**config.mk**
```make
export PLATFORM = sky130hd
export DESIGN_NAME = mul_tree_bf16_flat
export DESIGN_NICKNAME = d
export VERILOG_FILES = /design/src/rtl/bf16_pkg.sv /design/src/rtl/mul_tree_bf16_if.sv /design/src/rtl/bf16_mul_pipe.sv /design/src/rtl/mul_tree_bf16.sv /design/src/flat_wrapper.sv
export SDC_FILE = /design/constraint.sdc
export NUM_CORES = 2
export LEC_CHECK = 0
export BUFFER_PORTS_ARGS = -buffer_cell sky130_fd_sc_hd__buf_4
export CAP_MARGIN = 5
export CORE_ASPECT_RATIO = 0.8
export CORE_MARGIN = 3
export CORE_UTILIZATION = 45
export CTS_BUF_LIST = sky130_fd_sc_hd__clkbuf_4 sky130_fd_sc_hd__clkbuf_8 sky130_fd_sc_hd__clkbuf_16
export DETAILED_ROUTE_END_ITERATION = 12
export HOLD_SLACK_MARGIN = 0.06
export SETUP_SLACK_MARGIN = 0.4
export SLEW_MARGIN = 20
export SYNTH_ARGS = -nofsm -noshare
export SYNTH_HDL_FRONTEND = slang
export SYNTH_SLANG_ARGS = --single-unit
```
**constraint.sdc**
```tcl
create_clock -name clk -period 25.8 [get_ports clk]
set_input_delay 3.87 -clock clk [delete_from_list [all_inputs] [get_ports clk]]
set_output_delay 3.87 -clock clk [all_outputs]
set_load 0.1 [all_outputs]
```
**src/rtl/bf16_pkg.sv**
```systemverilog
// Shared bf16 definitions for the multiplier tree.
//   ONE / QNAN / BIAS  : bf16 constants (1.0, canonical quiet NaN, exponent bias)
//   FLAG_*             : bit positions of {nan, inf, zero} in the status flags
//   cls_e, mul_raw_t   : operand class and unrounded product carried between
//                        the multiply and round stages
//   flags_of()         : status flags of a packed bf16 value
package bf16_pkg;

  localparam logic [15:0] ONE  = 16'h3F80;
  localparam logic [15:0] QNAN = 16'h7FC0;
  localparam int          BIAS = 127;

  localparam int FLAG_NAN  = 2;
  localparam int FLAG_INF  = 1;
  localparam int FLAG_ZERO = 0;

  typedef enum logic [1:0] {
    CLS_NORM,
    CLS_ZERO,
    CLS_INF,
    CLS_NAN
  } cls_e;

  typedef struct packed {
    cls_e               cls;
    logic               sgn;
    logic signed [9:0]  exp;   // unbiased sum, re-biased once: ea + eb - BIAS
    logic [15:0]        mant;  // 1.7 x 1.7 significand product, range [2^14, 2^16)
  } mul_raw_t;

  function automatic logic [2:0] flags_of(input logic [15:0] v);
    logic [2:0] f;
    f            = '0;
    f[FLAG_NAN]  = (v[14:7] == 8'hFF) && (v[6:0] != 7'h00);
    f[FLAG_INF]  = (v[14:7] == 8'hFF) && (v[6:0] == 7'h00);
    f[FLAG_ZERO] = (v[14:7] == 8'h00);
    return f;
  endfunction

endpackage

```
**src/rtl/mul_tree_bf16_if.sv**
```systemverilog
// Handshake bundle of the bf16 multiplier tree.
//   in_ops/in_cnt/in_tag/in_valid -> in_ready : operand transaction
//   out_prod/out_tag/out_flags/out_valid <- out_ready : result transaction
//   master : producer of operands / consumer of results
//   slave  : the multiplier tree
interface mul_tree_bf16_if #(
  parameter int NUM_IN = 8,
  parameter int TAG_W  = 8
);
  localparam int CNT_W = $clog2(NUM_IN) + 1;

  logic [16*NUM_IN-1:0] in_ops;
  logic [CNT_W-1:0]     in_cnt;
  logic [TAG_W-1:0]     in_tag;
  logic                 in_valid;
  logic                 in_ready;
  logic [15:0]          out_prod;
  logic [TAG_W-1:0]     out_tag;
  logic [2:0]           out_flags;
  logic                 out_valid;
  logic                 out_ready;

  modport master (
    output in_ops, in_cnt, in_tag, in_valid, out_ready,
    input  in_ready, out_prod, out_tag, out_flags, out_valid
  );

  modport slave (
    input  in_ops, in_cnt, in_tag, in_valid, out_ready,
    output in_ready, out_prod, out_tag, out_flags, out_valid
  );
endinterface

```
**src/rtl/bf16_mul_pipe.sv**
```systemverilog
// One bf16 multiplier, MUL_LAT register stages, frozen while en is low.
//   clk : clock
//   en  : advance enable (low = stall, every stage holds)
//   a,b : bf16 operands
//   p   : bf16 product, MUL_LAT cycles after the operands
// Subnormals flush to signed zero, round to nearest even, overflow to
// signed infinity, NaN / 0 x inf give the canonical quiet NaN.
module bf16_mul_pipe
  import bf16_pkg::*;
#(
  parameter int MUL_LAT = 3
) (
  input  logic        clk,
  input  logic        en,
  input  logic [15:0] a,
  input  logic [15:0] b,
  output logic [15:0] p
);

  localparam int RN = (MUL_LAT > 1) ? MUL_LAT - 1 : 1;

  function automatic mul_raw_t mul_unpack(input logic [15:0] x, input logic [15:0] y);
    mul_raw_t r;
    logic x_zero, y_zero, x_inf, y_inf, x_nan, y_nan;
    x_zero = (x[14:7] == 8'h00);
    y_zero = (y[14:7] == 8'h00);
    x_inf  = (x[14:7] == 8'hFF) && (x[6:0] == 7'h00);
    y_inf  = (y[14:7] == 8'hFF) && (y[6:0] == 7'h00);
    x_nan  = (x[14:7] == 8'hFF) && (x[6:0] != 7'h00);
    y_nan  = (y[14:7] == 8'hFF) && (y[6:0] != 7'h00);
    r.sgn  = x[15] ^ y[15];
    r.exp  = $signed(10'(x[14:7])) + $signed(10'(y[14:7])) - $signed(10'(BIAS));
    r.mant = 16'({1'b1, x[6:0]}) * 16'({1'b1, y[6:0]});
    if (x_nan || y_nan || (x_inf && y_zero) || (y_inf && x_zero)) begin
      r.cls = CLS_NAN;
    end else if (x_inf || y_inf) begin
      r.cls = CLS_INF;
    end else if (x_zero || y_zero) begin
      r.cls = CLS_ZERO;
    end else begin
      r.cls = CLS_NORM;
    end
    return r;
  endfunction

  // Normalise by one bit, round to nearest even, then saturate the exponent:
  // overflow (also from a rounding carry) to infinity, underflow to zero.
  function automatic logic [15:0] round_pack(input mul_raw_t r);
    logic [15:0]       res;
    logic [6:0]        kept;
    logic              grd, stk, up;
    logic [7:0]        m8;
    logic signed [9:0] e;
    res = {r.sgn, 15'h0000};
    if (r.mant[15]) begin
      kept = r.mant[14:8];
      grd  = r.mant[7];
      stk  = |r.mant[6:0];
      e    = r.exp + 10'sd1;
    end else begin
      kept = r.mant[13:7];
      grd  = r.mant[6];
      stk  = |r.mant[5:0];
      e    = r.exp;
    end
    up = grd & (stk | kept[0]);
    m8 = {1'b0, kept} + 8'(up);
    // a carry out of the fraction leaves it zero and bumps the exponent
    e  = e + $signed(10'(m8[7]));
    case (r.cls)
      CLS_NAN:  res = QNAN;
      CLS_INF:  res = {r.sgn, 8'hFF, 7'h00};
      CLS_ZERO: res = {r.sgn, 15'h0000};
      default: begin
        if (e >= 10'sd255) begin
          res = {r.sgn, 8'hFF, 7'h00};
        end else if (e <= 10'sd0) begin
          res = {r.sgn, 15'h0000};
        end else begin
          res = {r.sgn, e[7:0], m8[6:0]};
        end
      end
    endcase
    return res;
  endfunction

  mul_raw_t    raw_c;
  logic [15:0] res_p [RN];

  assign raw_c = mul_unpack(a, b);

  if (MUL_LAT == 1) begin : g_lat1
    // single stage: multiply and round in one cycle
    always_ff @(posedge clk) begin
      if (en) res_p[0] <= round_pack(raw_c);
    end
  end else begin : g_latn
    mul_raw_t raw_p1;
    always_ff @(posedge clk) begin
      if (en) begin
        // stage 1: raw product
        raw_p1   <= raw_c;
        // stage 2: rounded result
        res_p[0] <= round_pack(raw_p1);
        // stages 3..MUL_LAT: retiming delay
        for (int i = 1; i < RN; i++) res_p[i] <= res_p[i-1];
      end
    end
  end

  assign p = res_p[RN-1];

endmodule

```
**src/rtl/mul_tree_bf16.sv**
```systemverilog
// Balanced bf16 product tree over NUM_IN lanes with valid/ready handshake.
//   clk, rst : clock and synchronous active-high reset
//   bus      : slave side of mul_tree_bf16_if (operands in, product out)
// Lanes at or above in_cnt are replaced by 1.0. Latency is
// log2(NUM_IN)*MUL_LAT; a stalled output freezes the whole pipeline.
module mul_tree_bf16
  import bf16_pkg::*;
#(
  parameter int NUM_IN  = 8,
  parameter int MUL_LAT = 3,
  parameter int TAG_W   = 8
) (
  input  logic              clk,
  input  logic              rst,
  mul_tree_bf16_if.slave    bus
);

  localparam int LV    = $clog2(NUM_IN);
  localparam int L     = LV * MUL_LAT;
  localparam int CNT_W = $clog2(NUM_IN) + 1;

  // heap-ordered tree: node n = node 2n * node 2n+1, leaves at NUM_IN..2*NUM_IN-1
  logic [15:0]      node  [1:2*NUM_IN-1];
  logic             vld_p [L];
  logic [TAG_W-1:0] tag_p [L];
  logic             en;

  assign en = !(vld_p[L-1] && !bus.out_ready);

  for (genvar k = 0; k < NUM_IN; k++) begin : g_leaf
    // in_cnt above NUM_IN naturally saturates: every lane is then active
    assign node[NUM_IN+k] = (CNT_W'(k) < bus.in_cnt) ? bus.in_ops[16*k +: 16] : ONE;
  end

  for (genvar n = 1; n < NUM_IN; n++) begin : g_node
    bf16_mul_pipe #(.MUL_LAT(MUL_LAT)) u_mul (
      .clk (clk),
      .en  (en),
      .a   (node[2*n]),
      .b   (node[2*n+1]),
      .p   (node[n])
    );
  end

  // valid stages 0..L-1, aligned with the tree data
  always_ff @(posedge clk) begin
    if (rst) begin
      for (int i = 0; i < L; i++) vld_p[i] <= 1'b0;
    end else if (en) begin
      vld_p[0] <= bus.in_valid;
      for (int i = 1; i < L; i++) vld_p[i] <= vld_p[i-1];
    end
  end

  // tag stages 0..L-1
  always_ff @(posedge clk) begin
    if (en) begin
      tag_p[0] <= bus.in_tag;
      for (int i = 1; i < L; i++) tag_p[i] <= tag_p[i-1];
    end
  end

  // outputs read as zero whenever no result is present
  assign bus.in_ready  = en;
  assign bus.out_valid = vld_p[L-1];
  assign bus.out_prod  = vld_p[L-1] ? node[1] : 16'h0000;
  assign bus.out_tag   = vld_p[L-1] ? tag_p[L-1] : '0;
  assign bus.out_flags = vld_p[L-1] ? flags_of(node[1]) : 3'b000;

endmodule
```
**src/flat_wrapper.sv**
```systemverilog
// flat-port wrapper written by rule: the top's interface ports become plain ports
module mul_tree_bf16_flat import bf16_pkg::*;
#(
  parameter int NUM_IN  = 8,
  parameter int MUL_LAT = 3,
  parameter int TAG_W   = 8
)
  (clk, rst, bus_in_ops, bus_in_cnt, bus_in_tag, bus_in_valid, bus_out_ready, bus_in_ready, bus_out_prod, bus_out_tag, bus_out_flags, bus_out_valid);
  mul_tree_bf16_if #(.NUM_IN(NUM_IN), .TAG_W(TAG_W)) bus_i ();
  input  logic clk;
  input  logic rst;
  input wire logic [$bits(bus_i.in_ops)-1:0] bus_in_ops;
  input wire logic [$bits(bus_i.in_cnt)-1:0] bus_in_cnt;
  input wire logic [$bits(bus_i.in_tag)-1:0] bus_in_tag;
  input wire logic [$bits(bus_i.in_valid)-1:0] bus_in_valid;
  input wire logic [$bits(bus_i.out_ready)-1:0] bus_out_ready;
  output wire logic [$bits(bus_i.in_ready)-1:0] bus_in_ready;
  output wire logic [$bits(bus_i.out_prod)-1:0] bus_out_prod;
  output wire logic [$bits(bus_i.out_tag)-1:0] bus_out_tag;
  output wire logic [$bits(bus_i.out_flags)-1:0] bus_out_flags;
  output wire logic [$bits(bus_i.out_valid)-1:0] bus_out_valid;
  assign bus_i.in_ops = bus_in_ops;
  assign bus_i.in_cnt = bus_in_cnt;
  assign bus_i.in_tag = bus_in_tag;
  assign bus_i.in_valid = bus_in_valid;
  assign bus_i.out_ready = bus_out_ready;
  assign bus_in_ready = bus_i.in_ready;
  assign bus_out_prod = bus_i.out_prod;
  assign bus_out_tag = bus_i.out_tag;
  assign bus_out_flags = bus_i.out_flags;
  assign bus_out_valid = bus_i.out_valid;
  mul_tree_bf16 #(.NUM_IN(NUM_IN), .MUL_LAT(MUL_LAT), .TAG_W(TAG_W)) u_core (.clk(clk), .rst(rst), .bus(bus_i));
endmodule
```
== Yosys cells after proc, flatten, opt, wreduce, memory -nomap -nowiden ==
Memory sizes are Yosys's and may differ from the RTL's.
Cells that the tools add are included.
Storage, ports and cells
  register bits: 203
  latch bits: 0
  bits in writable memories: 305
  bits in read-only memories: 0
  input port bits: 144
  output and inout bits: 29
  logic and storage cells: 445
  memories kept: 9
Cells by class
  add/sub/neg operators: 35
  multipliers: 7
  divide/modulo/power cells: 0
  $lt $le $gt $ge: 22
  eq/ne operators: 36
  shift operators: 0
  muxes and demuxes: 123
  bitwise logic cells: 30
  reduce and logical (&&, ||, !) cells: 148
Memories
  u_core.tag_p: depth 9, width 8, rd ports 9, clocked after Yosys merged registers in 0, write ports 9, RTL line mul_tree_bf16.sv:25  | logic [TAG_W-1:0] tag_p [L];
  u_core.g_node[1].u_mul.res_p: depth 2, width 16, rd ports 2, clocked after Yosys merged registers in 0, write ports 2, RTL line bf16_mul_pipe.sv:88  | logic [15:0] res_p [RN];
  u_core.g_node[2].u_mul.res_p: depth 2, width 16, rd ports 2, clocked after Yosys merged registers in 0, write ports 2, RTL line bf16_mul_pipe.sv:88
  u_core.g_node[3].u_mul.res_p: depth 2, width 16, rd ports 2, clocked after Yosys merged registers in 0, write ports 2, RTL line bf16_mul_pipe.sv:88
  u_core.g_node[4].u_mul.res_p: depth 2, width 16, rd ports 2, clocked after Yosys merged registers in 0, write ports 2, RTL line bf16_mul_pipe.sv:88
  u_core.g_node[5].u_mul.res_p: depth 2, width 16, rd ports 2, clocked after Yosys merged registers in 0, write ports 2, RTL line bf16_mul_pipe.sv:88
  3 more memories
Operator list (number)
  16-bit one-hot mux with 3 select lines: 7
  16-bit 2-to-1 mux: 16
  15-bit 2-to-1 mux: 14
  10-bit 2-to-1 mux: 14
  8-bit == test (second input constant): 15
  8-bit zero test: 15
  8-bit by 8-bit multiplier with 16-bit output: 7
  7-bit zero test: 15
  7-bit nonzero test: 15
  7-bit 2-to-1 mux: 14
  10-bit by 2-bit adder with 10-bit output: 7
  10-bit by 2-bit adder with 10-bit output (second input constant): 7
  10-bit by 9-bit greater-or-equal comparator with 1-bit output (second input constant): 7
  10-bit by 1-bit <= comparator with 1-bit output (second input constant): 7
  9-bit by 7-bit subtractor with 10-bit output (second input constant): 7
  8-bit by 8-bit adder with 9-bit output: 7
  7-bit by 1-bit adder with 8-bit output: 7
  1-bit 2-to-1 mux: 56
  7-bit OR reduction: 7
  1-bit logical AND: 45
  6-bit OR reduction: 7
  1-bit logical OR: 35
  2-bit == test (second input constant): 14
  3-bit by 4-bit less-than comparator with 1-bit output (first input constant): 4
  10 further kinds: 52

== Depth between registers and ports, before layout ==
  word-level depth: 12
  mapped depth: 21
  gate-level depth less buffers: 18

== Hierarchy ==
A second synthesis with hierarchy kept.
Unflattened totals
  cell total of the unflattened synthesis: 4031
  area total of the unflattened synthesis: 42490.8 µm²
Modules (own cells, without submodules)
  bf16_mul_pipe at u_core.g_node[1].u_mul ...: times used 3, cells each 549, area an instance 5635.4 µm², seq. area each 1831.8 µm²
  bf16_mul_pipe at u_core.g_node[5].u_mul: times used 1, cells each 535, area an instance 5584.1 µm², seq. area each 1831.8 µm²
  bf16_mul_pipe at u_core.g_node[6].u_mul: times used 1, cells each 529, area an instance 5502.8 µm², seq. area each 1831.8 µm²
  bf16_mul_pipe at u_core.g_node[4].u_mul: times used 1, cells each 532, area an instance 5467.7 µm², seq. area each 1831.8 µm²
  bf16_mul_pipe at u_core.g_node[7].u_mul: times used 1, cells each 512, area an instance 5387.7 µm², seq. area each 1831.8 µm²
  mul_tree_bf16: times used 1, cells each 276, area an instance 3642.2 µm², seq. area each 2432.3 µm²

== Worst setup path after synthesis ==
Ideal clock, no wire load.
  kind: input to output
  start point: input bus_out_ready
  end point: output bus_in_ready
  arrival: 16.477 ns
  required time: 21.930 ns
  path slack: 5.453 ns
  cell stages on the path: 1
  buffers on the path: 0
  cells stage by stage: nand2b_1
Between the ends
  word-level cells in the longest chain between the ends: 3
Ends and longest elaborated chain
  from (decl): RTL line flat_wrapper.sv:16  | input wire logic [$bits(bus_i.out_ready)-1:0] bus_out_ready;
  1-bit zero test: RTL line mul_tree_bf16.sv:28  | assign en = !(vld_p[L-1] && !bus.out_ready);
  1-bit logical AND: RTL line mul_tree_bf16.sv:28
  1-bit zero test: RTL line mul_tree_bf16.sv:28
  to (decl): RTL line flat_wrapper.sv:17  | output wire logic [$bits(bus_i.in_ready)-1:0] bus_in_ready;
No other way between the ends.

==> key figures <==
Die
  • Die height: 273 um
  • Full die area: 92600 sq um
  • Std cell rows: slightly below 100
  • Initial core utilization: ~46%
  • Io pins: 173
  • CORE AREA: between 80000 and 90000 sq um
  • Die X: around 340 um

Pwr
  • Comb power frac: 43.1%
  • Final Power: 0.00433 W
  • LEAKAGE: about 20 nW
  • Net Switching: about 0.0016 W
  • Sw Share: a little under two fifths
  • Internal power: between 0.002 and 0.003 W
  • VDD IR max: 0.0000682 V
  • Clock group share of total power: 19.6%
  • PD cells: slightly below 100 nW/um^2
  • Share of total power in sequential cells: a little under two fifths

Route
  • Post-DR wirelength/cell: approximately 15 um
  • Detail Route Antenna Nets: 0
  • Drt total wl: ~77 mm
  • Initial DRC count: about 1500
  • Vias per cell: ~5.2
  • First drt pass iteration count: 6
  • Residual DRC count: 0
  • Via count: 26400

Status
  • Run status: finished, final reports clean

Clock tree
  • Root Buffer: clkbuf_16
  • CTS H-tree lvls: 2
  • Clk buf depth: 3
  • CTS buffer count: 56
  • Post-CTS sizing: 0
  • Clock sink count: just over 500
  • Latest clock arrival within the worst-skew pair: 0.62 ns
  • Post CTS Setup Buffer Count: 0
  • TritonCTS clock tree: built
  • Post-CTS Hold Fix Bufs: 0
  • Clock transition at the registers of the reported paths: around 0.060 ns

Yosys
  • Predominant post-synthesis flop cell: edfxtp_1
  • Post-synth EDFFs: slightly above 500
  • Warnings, synthesis: 0
  • Mean post-synth cell area: ~11 sq um
  • Area contributors post-synth: edfxtp_1 38%, fa_1 13%, ha_1 12%
  • Top cell type's share of synthesized area: between 30% and 40%
  • Unique masters post-synth: 85
  • Sequential area share after synthesis: 38.1%
  • Post-synth ARST share: 0%
  • Cells after Synth: 3712
  • Post-Syn Area: 40000 sq um
  • Yosys top cell by area: edfxtp_1
  • Syn_nets: 4493
  • Register bit total from synthesis: 508

Timing
  • Final Hold Fails: 0
  • Worst Clk Skew: 0.0324 ns
  • Final TNS setup: 0 ns
  • Final setup viols: 0
  • Worst-margin pin slew: about 1.0 ns
  • Post-route clock period utilization: 35.0%
  • Minimum hold slack: about 0.41 ns
  • Slew headroom: roughly a third
  • Final Max Tran Viols: 0
  • RSZ-0062 raised after global routing: false
  • Tmin final: approximately 9.0 ns
  • FMAX: approximately 110 MHz

Global route
  • Vias in the first global route: 25900
  • GRT Total Usage: 16.7%
  • Initial antenna violation count: 1
  • Largest net degree at the start of global routing: between 150 and 200
  • Total congestion overflow: 0
  • First-pass GRT wire length: around 130 mm

Critical path
  • Crit path DAT: approximately 9.4 ns
  • Startpoint types: primary input
  • Crit. End Element: flip-flop
  • Worst path required time: 26.16 ns
  • Setup CP Type: primary input to flip-flop
  • Crit path max fanout: 65

Final layout
  • Storage cell area: 15300 sq um
  • Diodes inserted: 0
  • Fill cells: a little over 8000
  • Area Growth Syn to Fin: 11.4%
  • Layout cells sized above 1: about 8.8%
  • Fin nets: between 4000 and 5000
  • Area of the multi-input gates: roughly 23000 sq um

Place
  • DP HPWL: 59.9 mm
  • Port-buffer cells: ~170
  • GP Congestion: 0.821

Worst hold path
  • Hold Path Class: flip-flop to flip-flop

Job
  • Max Cap Viol: 0
[power by group through the flow]
| stage | combinational [W] | clock (W) | sequential [W] |
|---|---|---|---|
| floorplan | 0.00155 | 0 | 0.00149 |
| CTS | 0.00189 | 0.000877 | 0.00162 |
| global placement | 0.00184 | 0 | 0.00163 |
| global route | 0.00216 | 0.000909 | 0.00166 |
| detailed placement | 0.00187 | 0 | 0.00163 |
| finish | 0.00187 | 0.000848 | 0.00161 |
[cell usage in the layout, fill, tap and decap left out, types with 37 or more instances in the layout]
master / count
a21o_1: 37
nor2b_1: 53
nand4_1: 37
fa_1: 259
and2_1: 196
nand2_1: 242
nand3_1: 75
a21oi_1: 135
buf_4: 179
nor4_1: 45
edfxtp_1: 508
nor2_1: 157
mux2i_1: 37
o21ai_0: 105
clkbuf_16: 56
and3_1: 196
xor2_1: 83
nor3_1: 53
xnor2_1: 182
ha_1: 378
nand2b_1: 65
inv_1: 471
[cell families (layout without fill, tap and decap cells)]
kind of cell | after synthesis | in the layout | synth area share (%)
compound gates | 466 | 466 | 7.64
xor+xnor | 267 | 267 | 5.88
flops | 508 | 508 | 38.1
simple gates | 1237 | 1237 | 16.9
mux | 55 | 55 | 1.43
fa+ha+maj | 638 | 638 | 24.8
buf+inv | 541 | 757 | 5.21
[registers in the layout, indices dropped and copies added (netlist names)]
register and cells:
u_core.g_node.u_mul.res_p 224, u_core.g_node.u_mul.g_latn.raw_p1 203, u_core.vld_p 9, u_core.tag_p 72
[worst paths after layout]
| check | start | to | slack [ns] | cells after the start |
|---|---|---|---|---|
| setup / recovery | bus_in_cnt[3] | u_core.g_node[4].u_mul.g_latn.raw_p1[15]$_DFFE_PN_ | 16.78 | 17 |
| hold / removal | u_core.g_node[6].u_mul.res_p[0][0]$_DFFE_PN_ | u_core.g_node[6].u_mul.res_p[0][16]$_DFFE_PN_ | 0.41 | 0 |
| setup reg to reg | u_core.g_node[6].u_mul.g_latn.raw_p1[15]$_DFFE_PN_ | u_core.g_node[6].u_mul.res_p[0][6]$_DFFE_PN_ | 20.68 | 13 |
| hold reg to reg | u_core.g_node[6].u_mul.res_p[0][0]$_DFFE_PN_ | u_core.g_node[6].u_mul.res_p[0][16]$_DFFE_PN_ | 0.41 | 0 |
[synth_stat cells, drive strengths merged (8+ instances only)]
library cell / number
o41ai: 18
nand3b: 10
a41oi: 13
mux2i: 37
and4: 9
nand4b: 10
or2: 18
o21bai: 31
a21o: 37
nor3b: 21
and2: 196
a21oi: 135
nand4: 38
or4: 15
edfxtp: 508
a31oi: 12
o211ai: 20
and3: 196
inv: 472
xor2: 83
nor4: 45
o21a: 13
buf: 21
or3: 12
xnor2: 184
fa: 259
nand3: 75
o21ai: 109
ha: 378
nor2: 158
nand2b: 66
a211oi: 16
nand2: 242
mux2: 18
o31ai: 8
a31o: 10
clkbuf: 48
nor2b: 53
nor3: 54
[metal layers]
metal  global-route usage (%)  part of all wire [%]
met1                     24.7                    50
met2                     26.4                    45
met3                     1.77                   3.3
met4                     3.60                   1.7
met5                        0                     0
[cell type report]
type,count,share of cell area (%)
flip-flops and latches,508,34.2
multi-input cells,2663,50.9
clock inverters,41,1.21
clock buffers,64,3.28
repair buffers,180,3.06
inverters,472,3.98
well taps,1188,3.34
[critical path: stages]
cell	delay, ns
buf_4	0.27
or3_1	0.40
buf_4	0.28
nor2_1	0.83
nor2b_1	0.16
fa_1	0.56
fa_1	0.52
fa_1	0.55
inv_1	0.05
fa_1	0.52
inv_1	0.04
ha_1	0.35
a21o_1	0.18
a31o_2	0.22
a41oi_1	0.25
a21oi_1	0.11
xnor2_1	0.13
[stage by stage]
| stage | utilization [%] | cell area (sq um) | std cells | setup slack, ns |
|---|---|---|---|---|
| final | 50.7 | 44600 | 5116 | 16.78 |
| after global routing | 50.7 | 44600 | 5116 | 16.46 |
| after CTS | 50.7 | 44600 | 5116 | 16.75 |
| after detailed placement | 48.4 | 42600 | 5011 | 16.24 |
| after global placement | 48.4 | 42600 | 5011 | 16.26 |
| after floorplan | - | 40000 | 3712 | 5.45 |
Note: power is estimated with default switching activity, not from simulation.
